===== config.mk =====
export PLATFORM = sky130hd
export DESIGN_NAME = uart_tx_fifo
export DESIGN_NICKNAME = d
export VERILOG_FILES = /design/src/rtl/uart_tx_fifo.sv
export SDC_FILE = /design/constraint.sdc
export NUM_CORES = 1
export LEC_CHECK = 0
export CAP_MARGIN = 20
export CORE_MARGIN = 2
export CORE_UTILIZATION = 60
export CTS_BUF_LIST = sky130_fd_sc_hd__clkbuf_8
export DETAILED_ROUTE_END_ITERATION = 7
export HOLD_SLACK_MARGIN = 0.12
export PLACE_DENSITY = 0.88
export SETUP_SLACK_MARGIN = 0.4
export SYNTH_ARGS = -nofsm -noshare
export SYNTH_HDL_FRONTEND = slang
export SYNTH_SLANG_ARGS = --single-unit

===== constraint.sdc =====
create_clock -name clk -period 2.5 [get_ports clk]
set_input_delay 0.375 -clock clk [delete_from_list [all_inputs] [get_ports clk]]
set_output_delay 0.375 -clock clk [all_outputs]
set_load 0.005 [all_outputs]

===== src/rtl/uart_tx_fifo.sv =====
// Transmit byte FIFO feeding the UART TX shift register: show-ahead head word, active-low strobes.
// Define UART_TX_FIFO_ALMOST_FULL_EN to add the AF_LEVEL parameter and the p_almost_full_o output.
module uart_tx_fifo #(
   parameter int DATA_WIDTH = 8,
   parameter int ADDR_WIDTH = 4
`ifdef UART_TX_FIFO_ALMOST_FULL_EN
   ,parameter int AF_LEVEL = 12
`endif
) (
   input  logic                  clk,
   input  logic                  rst,
   input  logic                  n_we_i,
   input  logic [DATA_WIDTH-1:0] data_i,
   input  logic                  n_re_i,
   output logic [DATA_WIDTH-1:0] data_o,
   output logic                  p_empty_o,
   output logic                  p_full_o,
   output logic [ADDR_WIDTH:0]   count_o,
   input  logic                  p_flush_i,
   input  logic                  p_err_clr_i,
   output logic                  p_overflow_o,
   output logic                  p_underflow_o
`ifdef UART_TX_FIFO_ALMOST_FULL_EN
   ,output logic                 p_almost_full_o
`endif
);

   localparam logic [ADDR_WIDTH:0] PTR_ONE = (ADDR_WIDTH + 1)'(1);

   logic [1:0]            r_rst_sync;
   logic                  w_rst_n;
   logic [DATA_WIDTH-1:0] r_mem [2**ADDR_WIDTH];
   logic [ADDR_WIDTH:0]   r_wr_ptr;
   logic [ADDR_WIDTH:0]   r_rd_ptr;
   logic [ADDR_WIDTH:0]   r_count;
   logic [ADDR_WIDTH:0]   w_count_nxt;
   logic                  r_overflow;
   logic                  r_underflow;
   logic                  w_empty;
   logic                  w_full;
   logic                  w_wr_en;
   logic                  w_rd_en;
   logic                  w_ovf_set;
   logic                  w_unf_set;

   // Reset asserts immediately but is released only after two clean clock edges.
   always_ff @(posedge clk or negedge rst) begin
      if (!rst) begin
         r_rst_sync <= 2'b00;
      end else begin
         r_rst_sync <= {r_rst_sync[0], 1'b1};
      end
   end

   assign w_rst_n = r_rst_sync[1];

   assign w_empty = (r_rd_ptr == r_wr_ptr);
   assign w_full  = (r_rd_ptr[ADDR_WIDTH-1:0] == r_wr_ptr[ADDR_WIDTH-1:0]) &&
                    (r_rd_ptr[ADDR_WIDTH] != r_wr_ptr[ADDR_WIDTH]);

   assign w_wr_en   = !n_we_i && !w_full;
   assign w_rd_en   = !n_re_i && !w_empty;
   assign w_ovf_set = !n_we_i && w_full && !p_flush_i;
   assign w_unf_set = !n_re_i && w_empty && !p_flush_i;

   always_ff @(posedge clk) begin
      if (w_wr_en && !p_flush_i) begin
         r_mem[r_wr_ptr[ADDR_WIDTH-1:0]] <= data_i;
      end
   end

   // Head word is presented combinationally so the consumer captures it on the strobe edge.
   assign data_o = w_empty ? '0 : r_mem[r_rd_ptr[ADDR_WIDTH-1:0]];

   always_comb begin
      w_count_nxt = r_count;
      if (p_flush_i) begin
         w_count_nxt = '0;
      end else if (w_wr_en && !w_rd_en) begin
         w_count_nxt = r_count + PTR_ONE;
      end else if (!w_wr_en && w_rd_en) begin
         w_count_nxt = r_count - PTR_ONE;
      end
   end

   always_ff @(posedge clk or negedge w_rst_n) begin
      if (!w_rst_n) begin
         r_wr_ptr <= '0;
         r_rd_ptr <= '0;
         r_count  <= '0;
      end else begin
         r_count <= w_count_nxt;
         if (p_flush_i) begin
            r_wr_ptr <= '0;
            r_rd_ptr <= '0;
         end else begin
            if (w_wr_en) begin
               r_wr_ptr <= r_wr_ptr + PTR_ONE;
            end
            if (w_rd_en) begin
               r_rd_ptr <= r_rd_ptr + PTR_ONE;
            end
         end
      end
   end

   // Sticky error flags: a new error in the clearing cycle takes priority.
   always_ff @(posedge clk or negedge w_rst_n) begin
      if (!w_rst_n) begin
         r_overflow  <= 1'b0;
         r_underflow <= 1'b0;
      end else begin
         if (w_ovf_set) begin
            r_overflow <= 1'b1;
         end else if (p_err_clr_i) begin
            r_overflow <= 1'b0;
         end
         if (w_unf_set) begin
            r_underflow <= 1'b1;
         end else if (p_err_clr_i) begin
            r_underflow <= 1'b0;
         end
      end
   end

`ifdef UART_TX_FIFO_ALMOST_FULL_EN
   localparam logic [ADDR_WIDTH:0] AF_CMP = (ADDR_WIDTH + 1)'(AF_LEVEL);

   logic r_almost_full;

   always_ff @(posedge clk or negedge w_rst_n) begin
      if (!w_rst_n) begin
         r_almost_full <= 1'b0;
      end else begin
         r_almost_full <= (w_count_nxt >= AF_CMP);
      end
   end

   assign p_almost_full_o = r_almost_full;
`endif

   assign count_o       = r_count;
   assign p_empty_o     = w_empty;
   assign p_full_o      = w_full;
   assign p_overflow_o  = r_overflow;
   assign p_underflow_o = r_underflow;

endmodule


==> flow_summary.json <==
{
  "status": "finished with violations",
  "violations": "setup timing",
  "grt_pass1_vias": 3943,
  "gr-usage-all-layers": 0.285,
  "overflow": 0,
  "cp-end-kind": "output pin",
  "crit_chain": "buf_12 -> mux4_2 -> nor2b_4 -> a211oi_2 -> buf_4 -> a211oi_2 -> buf_2",
  "max_stage_delay_ns": 0.56,
  "ys_top_cells_by_area": "edfxtp_1, mux4_2, dfrtp_1",
  "vdd_drop_max_mv": 0.616,
  "area_delta_synth_final_pct": 29.7,
  "synth_seq_area_share": 0.687,
  "slew-limit-headroom": 0.512,
  "fin_skew_ns": 0.0131,
  "whs_ns": 0.301,
  "synth_edf_count": 128,
  "power.internal_mw": 4.43,
  "finalHoldViolCount": 0,
  "worstPathArrival_ns": 2.32,
  "antenna_found_initial": 0,
  "power_density_nw_per_um2": 771,
  "cts_sinks": 147,
  "syn_avg_cell_area_um2": 17.8,
  "cp_common_cell": "a211oi_2",
  "critical_path_buf_inv_count": 3,
  "ys.flop_type": "edfxtp_1",
  "grt_max_degree": 36,
  "cp_top_family": "multiplexers",
  "synth_top_area_frac": 0.611,
  "fin_crit_ns": 2.70,
  "final_area_um2": 8160,
  "ys_ff_latch": 147,
  "wire_per_inst_um": 26.3,
  "die-area_um2": 11300,
  "critPathKind": "flip-flop to output pin",
  "layout-drive-gt1-share": 0.432,
  "drt_pass1_iterations": 4,
  "htree_levels": 4,
  "cts_root_buffer": "clkbuf_8",
  "syn_inst": 353,
  "dp_hpwl_um": 8590,
  "cp.required_ns": 2.12,
  "portBuffers": 30,
  "num_antenna_cells": 0,
  "fin_util": 0.797,
  "yosysTopAreaCell": "edfxtp_1",
  "cts_tree": "done",
  "p_sw_frac": 0.295,
  "final_antenna_net_count": 0,
  "hp-class": "flip-flop to asynchronous set/reset pin",
  "r2r-start": "r_rd_ptr[0]",
  "rows": 37,
  "core-area_um2": 10200,
  "rrSetupSlack_ns": -0.06,
  "synth-async-reset-ratio": 0.129,
  "fmax_ghz": 0.371,
  "fp.dieH_um": 106,
  "finalCritPeriodShare": 1.08,
  "drtIter0Drc": 357,
  "netlist_area_um2": 6290,
  "vias": 3883,
  "cts_buffers": 17,
  "grt_pass1_wl_um": 23000,
  "drv_cap": 0,
  "die_width_um": 106,
  "ctsLongestPathBuffers": 2,
  "ys_types": 43,
  "r2r_cells": 11,
  "ios": 31,
  "crit_slowest_cell": "mux4_2",
  "fin_ws_ns": -0.199,
  "worst_slew_pin_slew_ns": 0.732,
  "cp.depth": 7,
  "drc": 0,
  "ys_warn_count": 0,
  "final_nets": 469,
  "power.leakage_nw": 2.77,
  "critPathMaxFanout": 7,
  "synth_nets": 377,
  "p_clk_frac": 0.304,
  "worst_setup_path_start_kind": "flip-flop",
  "drv_slew": 0,
  "drt_wl_total_um": 15600,
  "critical_path.reg2reg.endpoint": "count_o[4]",
  "place_congestion": 0.831,
  "viasPerCell": 6.54,
  "setup_viol": 9,
  "switching_power_mw": 1.86,
  "dpl_cell_area_um2": 7080,
  "insertion_delay_ns": 0.44,
  "seqPwrFrac": 0.445,
  "path_clk_slew_ns": 0.09,
  "rsz0062_at_grt": "true",
  "start_util": 0.615,
  "combPwrFrac": 0.252
}
==> sequential cells by signal (all words and copies together), names as in the netlist <==
register,count
count_o,5
r_wr_ptr,5
p_underflow_o,1
r_mem,128
r_rd_ptr,5
r_rst_sync,2
p_overflow_o,1
==> layout by cell type, fill, tap and decap left out, drive strengths merged, types with 2 or more instances in the layout <==
master,count
nand3,4
o32ai,2
nor2b,9
clkinv,5
o21ai,5
dfrtp,19
nand2,7
a2111oi,2
xnor2,14
xor2,2
clkdlybuf4s50,20
a21oi,10
nor4,4
a211oi,19
clkbuf,18
mux4,32
mux2i,12
edfxtp,128
nand2b,7
buf,73
mux2,2
nor3,8
inv,15
ha,9
nor2,15
==> timing repair <==
item | CTS | global route
pin swaps | 29 | 19
hold buffers | 1 | 0
buffers inserted | 19 | 7
setup endpoints to repair | 124 | 110
resized for setup | 89 | 20
hold endpoints to repair | 2 | 0
==> cells in the mapped netlist (all sizes together), types with 4 or more instances <==
library cell and count:
nand2 7, nand3 4, dfrtp 19, buf 12
nor4 4, edfxtp 128, clkbuf 11, inv 6
o21ai 5, a211oi 19, xnor2 14, mux4 32
nor2b 9, a21oi 10, ha 9, mux2i 12
nand2b 7, nor2 15, nor3 8
==> layer usage <==
layer / part of all wire / global-route usage
met5: 0 / 0
met2: 0.52 / 0.467
met1: 0.37 / 0.372
met3: 0.073 / 0.0625
met4: 0.033 / 0.122
==> worst max-delay path by stage <==
stage	from	end	slack, ns
after floorplan	r_rd_ptr[2]	count_o[4]	-0.19
after global placement	r_rd_ptr[0]	data_o[0]	-0.07
after detailed placement	r_rd_ptr[0]	data_o[0]	-0.12
after CTS	r_rd_ptr[0]	data_o[6]	-0.16
after global routing	r_rd_ptr[0]	data_o[7]	-0.27
final	r_rd_ptr[0]	data_o[6]	-0.20
==> power by group through the flow <==
stage | clock network (mW) | registers (mW) | logic (mW)
3_3_place_gp | 0 | 2.83 | 1.24
2_1_floorplan | 0 | 2.83 | 0.809
6_report | 1.91 | 2.80 | 1.58
4_1_cts | 1.92 | 2.79 | 1.48
3_5_place_dp | 0 | 2.84 | 1.28
5_1_grt | 2.02 | 2.80 | 1.68
==> cell families (layout without fill, tap and decap cells) <==
kind of cell,count (synthesis),in the layout,synth area share
AOI/OAI and AO/OA,43,43,0.0541
xor gates and xnor gates,16,16,0.0235
adders and majority gates,10,10,0.0211
buffers and inverters,29,134,0.0257
DFF,147,147,0.687
muxes,46,46,0.137
other,1,1,0.000596
and+or+nand+nor,61,61,0.0509
==> worst reg2reg max path: stages, from the launching register on <==
cell and delay, ns:
dfrtp_2 0.47, buf_4 0.16, xnor2_2 0.13, and4_4 0.18, a21oi_4 0.17, o21ai_4 0.11, fa_2 0.36, a21o_1 0.17
a21oi_2 0.16, nand2b_1 0.08, o32ai_2 0.13, mux2_4 0.33
==> through the flow <==
| step | setup TNS, ns | power, mW | setup slack (ns) | cells |
|---|---|---|---|---|
| after floorplan | -2.33 | 3.63 | -0.185 | 353 |
| after global placement | -0.170 | 4.07 | -0.0666 | 535 |
| after detailed placement | -0.459 | 4.12 | -0.120 | 535 |
| after CTS | -1.00 | 6.19 | -0.162 | 587 |
| after global routing | -1.96 | 6.50 | -0.274 | 594 |
| final | -1.27 | 6.29 | -0.199 | 594 |
==> cell type report <==
| type | instances | area [um2] |
|---|---|---|
| Clock buffer | 17 | 234 |
| Clock inverter | 15 | 185 |
| Fill cell | 468 | 2070 |
| Inverter | 6 | 22.5 |
| Multi-Input combinational cell | 177 | 2230 |
| Sequential cell | 147 | 4320 |
| Tap cell | 136 | 170 |
| Timing Repair Buffer | 96 | 997 |
Power figures use the tool's default switching activity.
